**src/rtl/fifo_control.sv**
```systemverilog
// Pointer, occupancy and status-flag control for a single-clock FIFO.
// The memory itself lives outside; this block drives its addresses and strobes.
module fifo_control #(
  parameter int ADDR_WIDTH      = 8,
  parameter int ALMOST_FULL_TH  = (2 ** ADDR_WIDTH) - 2,
  parameter int ALMOST_EMPTY_TH = 2
) (
  input  logic                  clk,
  input  logic                  reset_L,
  input  logic                  push,
  input  logic                  pop,
  output logic [ADDR_WIDTH-1:0] wr_ptr,
  output logic [ADDR_WIDTH-1:0] rd_ptr,
  output logic                  write_enable,
  output logic                  read_enable,
  output logic [ADDR_WIDTH:0]   fifo_count,
  output logic                  full,
  output logic                  empty,
  output logic                  almost_full,
  output logic                  almost_empty,
  output logic                  error
);

  localparam logic [ADDR_WIDTH:0] DEPTH_C = {1'b1, {ADDR_WIDTH{1'b0}}};
  localparam logic [ADDR_WIDTH:0] AF_TH_C = ALMOST_FULL_TH[ADDR_WIDTH:0];
  localparam logic [ADDR_WIDTH:0] AE_TH_C = ALMOST_EMPTY_TH[ADDR_WIDTH:0];

  typedef enum logic [1:0] {
    ST_EMPTY   = 2'b00,
    ST_PARTIAL = 2'b01,
    ST_FULL    = 2'b10
  } state_t;

  state_t                state_r;
  state_t                state_nxt_s;
  logic                  wr_en_s;
  logic                  rd_en_s;
  logic                  drop_s;
  logic [ADDR_WIDTH:0]   count_nxt_s;

  // Strobes are gated by reset so the memory sees no access while reset_L is low.
  always_comb begin
    wr_en_s = push & ~full & reset_L;
    rd_en_s = pop & ~empty & reset_L;
    drop_s  = (push & full) | (pop & empty);
  end

  assign write_enable = wr_en_s;
  assign read_enable  = rd_en_s;

  // Next occupancy and the status state it implies.
  always_comb begin
    count_nxt_s = fifo_count;
    case ({wr_en_s, rd_en_s})
      2'b10:   count_nxt_s = fifo_count + {{ADDR_WIDTH{1'b0}}, 1'b1};
      2'b01:   count_nxt_s = fifo_count - {{ADDR_WIDTH{1'b0}}, 1'b1};
      default: count_nxt_s = fifo_count;
    endcase

    if (count_nxt_s == {(ADDR_WIDTH+1){1'b0}}) begin
      state_nxt_s = ST_EMPTY;
    end else if (count_nxt_s == DEPTH_C) begin
      state_nxt_s = ST_FULL;
    end else begin
      state_nxt_s = ST_PARTIAL;
    end
  end

  // Status FSM with all pointer, count and flag outputs registered alongside it.
  always_ff @(posedge clk or negedge reset_L) begin
    if (!reset_L) begin
      state_r      <= ST_EMPTY;
      wr_ptr       <= {ADDR_WIDTH{1'b0}};
      rd_ptr       <= {ADDR_WIDTH{1'b0}};
      fifo_count   <= {(ADDR_WIDTH+1){1'b0}};
      empty        <= 1'b1;
      full         <= 1'b0;
      almost_empty <= 1'b1;
      almost_full  <= 1'b0;
      error        <= 1'b0;
    end else begin
      state_r      <= state_nxt_s;
      // Pointers wrap naturally at 2**ADDR_WIDTH.
      if (wr_en_s) wr_ptr <= wr_ptr + {{(ADDR_WIDTH-1){1'b0}}, 1'b1};
      if (rd_en_s) rd_ptr <= rd_ptr + {{(ADDR_WIDTH-1){1'b0}}, 1'b1};
      fifo_count   <= count_nxt_s;
      case (state_nxt_s)
        ST_EMPTY:   begin empty <= 1'b1; full <= 1'b0; end
        ST_FULL:    begin empty <= 1'b0; full <= 1'b1; end
        ST_PARTIAL: begin empty <= 1'b0; full <= 1'b0; end
        default:    begin empty <= 1'b1; full <= 1'b0; end
      endcase
      almost_full  <= (count_nxt_s >= AF_TH_C);
      almost_empty <= (count_nxt_s <= AE_TH_C);
      error        <= error | drop_s;
    end
  end

endmodule

```
**config.mk**
```make
export PLATFORM = sky130hd
export DESIGN_NAME = fifo_control
export DESIGN_NICKNAME = d
export VERILOG_FILES = /design/src/rtl/fifo_control.sv
export SDC_FILE = /design/constraint.sdc
export NUM_CORES = 1
export LEC_CHECK = 0
export CORE_MARGIN = 1.5
export CORE_UTILIZATION = 54
export CTS_CLUSTER_SIZE = 12
export DETAILED_ROUTE_END_ITERATION = 8
export PLACE_DENSITY_LB_ADDON = 0.15
export SLEW_MARGIN = 20
export SYNTH_ARGS = -nofsm -noshare
export SYNTH_HDL_FRONTEND = slang
export SYNTH_SLANG_ARGS = --single-unit
```
**constraint.sdc**
```tcl
create_clock -name clk -period 5.2 [get_ports clk]
set_clock_uncertainty 0.1 [all_clocks]
set_input_delay 1.04 -clock clk [delete_from_list [all_inputs] [get_ports clk]]
set_output_delay 1.04 -clock clk [all_outputs]
set_load 0.01 [all_outputs]
```
==> results of run 1 <==
==> area by class of cell <==
| cell class | instances | area (um^2) |
|---|---|---|
| Inverter | 8 | 30.0 |
| Clock inverter | 1 | 5.00 |
| Timing Repair Buffer | 36 | 358 |
| Multi-Input combinational cell | 117 | 907 |
| Tap cell | 44 | 55.1 |
| Fill cell | 236 | 865 |
| Clock buffer | 7 | 55.1 |
| Sequential cell | 30 | 753 |
==> critical path, cell delays in order <==
cell and delay (ps):
clkdlybuf4s50_1 690, nand2_1 80, or2_2 320, inv_1 160, ha_1 450, ha_1 390
a211oi_2 410, o211ai_2 170, nand3_1 130, nand3_2 130, xnor2_4 190, a41o_1 250
==> state kept, by name (all words and copies together) (netlist names) <==
| signal | cells |
|---|---|
| rd_ptr | 8 |
| almost_full | 1 |
| almost_empty | 1 |
| empty | 1 |
| full | 1 |
| error | 1 |
| fifo_count | 9 |
| wr_ptr | 8 |
==> power groups by stage <==
| stage | clock, mW | combinational, mW | sequential (mW) |
|---|---|---|---|
| 2_1_floorplan | 0 | 0.331 | 0.447 |
| 3_3_place_gp | 0 | 0.605 | 0.420 |
| 3_5_place_dp | 0 | 0.619 | 0.426 |
| 4_1_cts | 0.150 | 0.621 | 0.422 |
| 5_1_grt | 0.158 | 0.678 | 0.433 |
| 6_report | 0.145 | 0.624 | 0.423 |
==> path summary, 6_finish.rpt <==
check                               start             to  slack (ps)  cells after the start
min in group asynchronous         reset_L  fifo_count[5]         890                      1
max in group asynchronous         reset_L   almost_empty        3420                      2
worst max register to register      empty    almost_full        1960                     10
worst min-delay path            rd_ptr[7]      rd_ptr[7]         380                      1
worst max-delay path              reset_L    almost_full         870                     12
worst min register to register  rd_ptr[7]      rd_ptr[7]         380                      1
==> metrics by stage <==
| stage | cells | total power [mW] | util, % | setup slack (ps) |
|---|---|---|---|---|
| 2_1_floorplan | 158 | 0.777 | - | 1720 |
| 3_3_place_gp | 235 | 1.03 | 69.5 | 721 |
| 3_5_place_dp | 235 | 1.04 | 69.5 | 594 |
| 4_1_cts | 243 | 1.19 | 71.4 | 926 |
| 5_1_grt | 243 | 1.27 | 71.4 | 594 |
| 6_report | 243 | 1.19 | 71.4 | 866 |
==> cells in the mapped netlist (2+ instances only) <==
master,count
a21o_1,4
nand2_1,17
nand4_1,4
buf_2,2
xor2_1,8
a211oi_2,2
nand3_1,5
dfstp_2,2
nor2b_1,2
o21ai_0,2
a21oi_1,6
dfrtp_1,28
nor3_1,2
ha_1,10
inv_1,7
mux2i_1,2
and3_1,2
nor2_1,11
xnor2_1,10
==> kinds of logic (layout without fill, tap and decap cells) <==
kind of cell	count (synthesis)	after routing
compound gates	32	32
xor+xnor	19	19
fa+ha+maj	11	11
buf+inv	11	52
flops	30	30
mux	3	3
simple gates	52	52
==> layer usage <==
metal,vias to the layer above,wire length [um]
li1,645,-
met1,669,1750
met2,39,1850
met3,4,169
met4,0,49
met5,-,0
==> impl_metrics.json, run 1 <==
{
  "clk_pin_slew_ps": 90,
  "p_leak_nw": 0.969,
  "grt_max_degree": 25,
  "grt_setup_unrepaired": "no",
  "synth_area_um2": 1710,
  "powerDensity_nw_per_um2": 551,
  "critical_path.endpoint_type": "flip-flop",
  "wl_per_cell_um": 15.7,
  "grt.busiest_layer": "met2",
  "finalNetCount": 213,
  "ys_types": 51,
  "die_x_um": 59.2,
  "fin_setup_tns_ps": 0,
  "ioPinCount": 36,
  "critPathRequiredTime_ps": 5290,
  "fmax_ghz": 0.231,
  "place.gp.congestion": 0.889,
  "initial_core_util_pct": 56.4,
  "numCtsBuffers": 5,
  "synth-main-ff-cell": "dfrtp_1",
  "synth-compound-area-share_pct": 16.0,
  "vias": 1357,
  "grt_pass1_wl_um": 6140,
  "cp.arrival_ps": 4430,
  "internal_power_uw": 697,
  "via_per_inst": 5.58,
  "antenna_found_initial": 0,
  "combPwrFrac_pct": 52.4,
  "relSlewSlack_pct": 61.8,
  "path_max_fanout": 10,
  "dieArea_um2": 3510,
  "cts.sinks": 30,
  "port_buffers": 35,
  "post-cts-setup-buffers": 0,
  "p_sw_share_pct": 41.5,
  "core_um2": 3030,
  "synth_edf_count": 0,
  "synth-simple-area-share_pct": 16.0,
  "synthArstFlopShare_pct": 100,
  "whs_ps": 375,
  "hold_violations": 0,
  "synth_xor_area_share_pct": 10.8,
  "insertion_delay_ps": 320,
  "grt_pass1_vias": 1283,
  "min_period_ps": 4330,
  "drv_slew": 0,
  "synth_nets": 173,
  "syn2layout_area_growth_pct": 26.7,
  "use_met1_pct": 29.9,
  "peakVddDrop_uv": 386,
  "clockPowerShare_pct": 12.1,
  "drv_cap": 0,
  "tightest_slew_ps": 573,
  "rows": 20,
  "worstSetupPathType": "input pin to flip-flop",
  "final_common_cell": "clkdlybuf4s50_1",
  "cts_tree": "yes",
  "post-route-period-util_pct": 83.3,
  "cp-start-kind": "input pin",
  "wirelength_um": 3820,
  "cts_buffer_depth": 2,
  "synth-seq-cells": 30,
  "cts-resized-gates": 0,
  "place_area_um2": 2100,
  "ant_nets": 0,
  "p_sw_uw": 494,
  "yosysSeqAreaShare_pct": 44.1,
  "synth.area.mux_share_pct": 1.83,
  "dp_hpwl_um": 2830,
  "grt_overflow": 0,
  "yosysWarnings": 0,
  "setup_viol": 0,
  "synth_top_family_by_area": "compound AO/OA/AOI/OAI gates",
  "antenna_cells": 0,
  "hold_path.class": "flip-flop to flip-flop",
  "grtUsageMet2_pct": 38.3,
  "fin_area_um2": 2160,
  "status": "complete, no violations",
  "synth_top_area_cell": "dfrtp_1",
  "drc": 0,
  "cts_root_buf": "clkbuf_4",
  "dieHeight_um": 59.2,
  "synth_fa_ha_area_share_pct": 8.50,
  "synth.area.top_cells": "dfrtp_1 (41%), ha_1 (7.3%), xnor2_1 (5.1%), xor2_1 (4.1%), nand2_1 (3.7%)",
  "grtUsageMet3_pct": 6.99,
  "drive_gt1_share_pct": 12.1,
  "syn-instance-count": 158,
  "synth_area_per_cell_um2": 10.8,
  "dr.first_iter.drc_count": 81,
  "final_cell_mix": "clkdlybuf4s50_1 (35), dfrtp_1 (28), nand2_1 (17)",
  "yosysTopAreaCellShare_pct": 41.0,
  "htreeDepth": 2,
  "p_seq_share_pct": 35.5,
  "first_pass_iters": 4,
  "hold_buffers": 0,
  "track_usage_pct": 23.6
}
Power figures use the tool's default switching activity.
==> run 2, diff against run 1 <==
--- a/config.mk
+++ b/config.mk
@@ -6,7 +6,7 @@
 export NUM_CORES = 1
 export LEC_CHECK = 0
 export CORE_MARGIN = 1.5
-export CORE_UTILIZATION = 54
+export CORE_UTILIZATION = 50
 export CTS_CLUSTER_SIZE = 12
 export DETAILED_ROUTE_END_ITERATION = 8
 export PLACE_DENSITY_LB_ADDON = 0.15
==> constraint.sdc (replaced) <==
create_clock -name clk -period 4.45 [get_ports clk]
set_clock_uncertainty 0.1 [all_clocks]
set_input_delay 0.89 -clock clk [delete_from_list [all_inputs] [get_ports clk]]
set_output_delay 0.89 -clock clk [all_outputs]
set_load 0.01 [all_outputs]
==> run 2 against run 1 <==
Net effect: worst setup slack got worse by 320 ps; power rose by 18%; first-iteration DRC count did not move; clock-buffer cell count fell by 1; sequential power rose by 16%; die area rose by 7.6%; clock power rose by 22%; wire length fell by 0.16%; critical path depth did not move; utilization fell by 5.5 points; critical endpoint is now full.
==> impl_metrics.json, run 2 (same netlist as run 1, synthesis figures left out) <==
{
  "grt_max_degree": 31,
  "fin_cells": 247,
  "largest_reg_flops": 9,
  "cpLargestDelayFamily": "simple AND/OR/NAND/NOR gates",
  "cts-resized-gates": 0,
  "rows": 21,
  "path_max_fanout": 10,
  "p_sw_uw": 584,
  "critPathRequiredTime_ps": 4580,
  "drive_gt1_share_pct": 13.4,
  "clk_pin_slew_ps": 90,
  "htreeDepth": 2,
  "fill_cells": 277,
  "fmax_ghz": 0.256,
  "cp_slowest_stage_delay_ps": 510,
  "powerDensity_nw_per_um2": 641,
  "dr.first_iter.drc_count": 81,
  "p_leak_nw": 0.978,
  "vias": 1387,
  "fin_ws_ps": 545,
  "ant_nets": 0,
  "post-route-util_pct": 66.0,
  "wl_per_cell_um": 15.4,
  "via_per_inst": 5.62,
  "min_period_ps": 3910,
  "drv_slew": 0,
  "worstSetupPathType": "input pin to flip-flop",
  "die_x_um": 61.4,
  "cts_root_buf": "clkbuf_4",
  "cp_slowest_cell": "clkdlybuf4s50_1",
  "ioPinCount": 36,
  "reg_top3": "fifo_count x9, rd_ptr x8, wr_ptr x8",
  "relSlewSlack_pct": 68.7,
  "first_pass_iters": 4,
  "syn2layout_area_growth_pct": 27.9,
  "finalNetCount": 215,
  "hold_path.class": "flip-flop to flip-flop",
  "cp_cell_sequence": "clkdlybuf4s50_1 > nand2_1 > or2_2 > inv_1 > ha_1 > ha_1 > a211oi_2 > nor3_1 > nor3_1 > nor2_1 > nand4b_2 > nor3b_2",
  "dieArea_um2": 3780,
  "cts_tree": "yes",
  "status": "complete, no violations",
  "grt_pass1_vias": 1336,
  "numCtsBuffers": 5,
  "port_buffers": 35,
  "antenna_cells": 0,
  "fin_total_pwr_mw": 1.40,
  "drv_cap": 0,
  "largest_register": "fifo_count",
  "clockPowerShare_pct": 12.6,
  "track_usage_pct": 22.4,
  "wirelength_um": 3810,
  "place.gp.congestion": 0.859,
  "cp-start-kind": "input pin",
  "core_um2": 3310,
  "final_common_cell": "clkdlybuf4s50_1",
  "tightest_slew_ps": 467,
  "initial_core_util_pct": 51.6,
  "fin_setup_tns_ps": 0,
  "dp_hpwl_um": 2820,
  "cts_buffer_depth": 2,
  "setup_viol": 0,
  "cts.sinks": 30,
  "antenna_found_initial": 0,
  "path_buf_inv": 2,
  "p_seq_share_pct": 35.0,
  "grt_pass1_wl_um": 6170,
  "post-place-ws_ps": 231,
  "internal_power_uw": 817,
  "cp.arrival_ps": 4030,
  "final_cell_mix": "clkdlybuf4s50_1 (35), dfrtp_1 (28), nand2_1 (17)",
  "post-cts-setup-buffers": 0,
  "post-route-period-util_pct": 87.8,
  "drc": 0,
  "insertion_delay_ps": 340,
  "peakVddDrop_uv": 417,
  "dieHeight_um": 61.4,
  "hold_buffers": 0,
  "hold_violations": 0,
  "placed_cells": 239,
  "grt_setup_unrepaired": "no",
  "critical_path.endpoint_type": "flip-flop",
  "p_sw_share_pct": 41.7,
  "grt_overflow": 0,
  "combPwrFrac_pct": 52.4
}
## run 2: area by class of cell
class	count	area [um^2]	share of cell area [%]
clock inverter	2	12.5	0.573
sequential	30	753	34.5
tap	46	57.6	2.63
timing repair buffer	38	373	17.1
multi-input combinational	117	907	41.5
clock buffer	6	51.3	2.35
inverter	8	30.0	1.37
## run 2: worst register-to-register path, delay by kind of cell, from the launching register on
family	cells	cell delay [ps]
DFF	1	390
AOI/OAI and AO/OA	1	430
adders and majority gates	2	820
and+or+nand+nor	6	1220
buffers and inverters	1	120
## run 2: final timing paths
check,from,end,slack [ps],cells past startpoint
setup reg to reg,empty,full,1260,10
hold reg to reg,rd_ptr[7],rd_ptr[7],370,1
hold / removal,rd_ptr[7],rd_ptr[7],370,1
max in group asynchronous,reset_L,almost_empty,3020,2
setup / recovery,reset_L,full,540,12
min in group asynchronous,reset_L,wr_ptr[5],910,2
## run 2: routing by layer
metal,wire [um],up-vias,track usage [%]
met5,0,-,0
met3,225,5,5.67
met2,1930,51,38.8
met1,1610,680,27.6
li1,-,651,-
met4,51,0,6.69
## run 2: per-stage QoR
step / instance area, um^2 / hold slack (ps)
after floorplan: 1710 / 404
after global placement: 2120 / 355
after detailed placement: 2120 / 357
after CTS: 2180 / 375
after global routing: 2180 / 392
final: 2180 / 367
## run 2: power groups by stage
stage	Combinational (mW)	Clock, mW	Sequential [mW]
2_1_floorplan	0.387	0	0.522
3_3_place_gp	0.709	0	0.488
3_5_place_dp	0.724	0	0.495
4_1_cts	0.734	0.179	0.490
5_1_grt	0.802	0.192	0.508
6_report	0.734	0.177	0.490
==> run 3, diff against run 2 <==
--- a/config.mk
+++ b/config.mk
@@ -5,12 +5,13 @@
 export SDC_FILE = /design/constraint.sdc
 export NUM_CORES = 1
 export LEC_CHECK = 0
+export CAP_MARGIN = 5
 export CORE_MARGIN = 1.5
 export CORE_UTILIZATION = 50
 export CTS_CLUSTER_SIZE = 12
 export DETAILED_ROUTE_END_ITERATION = 8
 export PLACE_DENSITY_LB_ADDON = 0.15
-export SLEW_MARGIN = 20
+export SLEW_MARGIN = 10
 export SYNTH_ARGS = -nofsm -noshare
 export SYNTH_HDL_FRONTEND = slang
 export SYNTH_SLANG_ARGS = --single-unit
==> results of run 3 <==
Same layout as run 2: the final DEF is identical, and so are final timing and power.
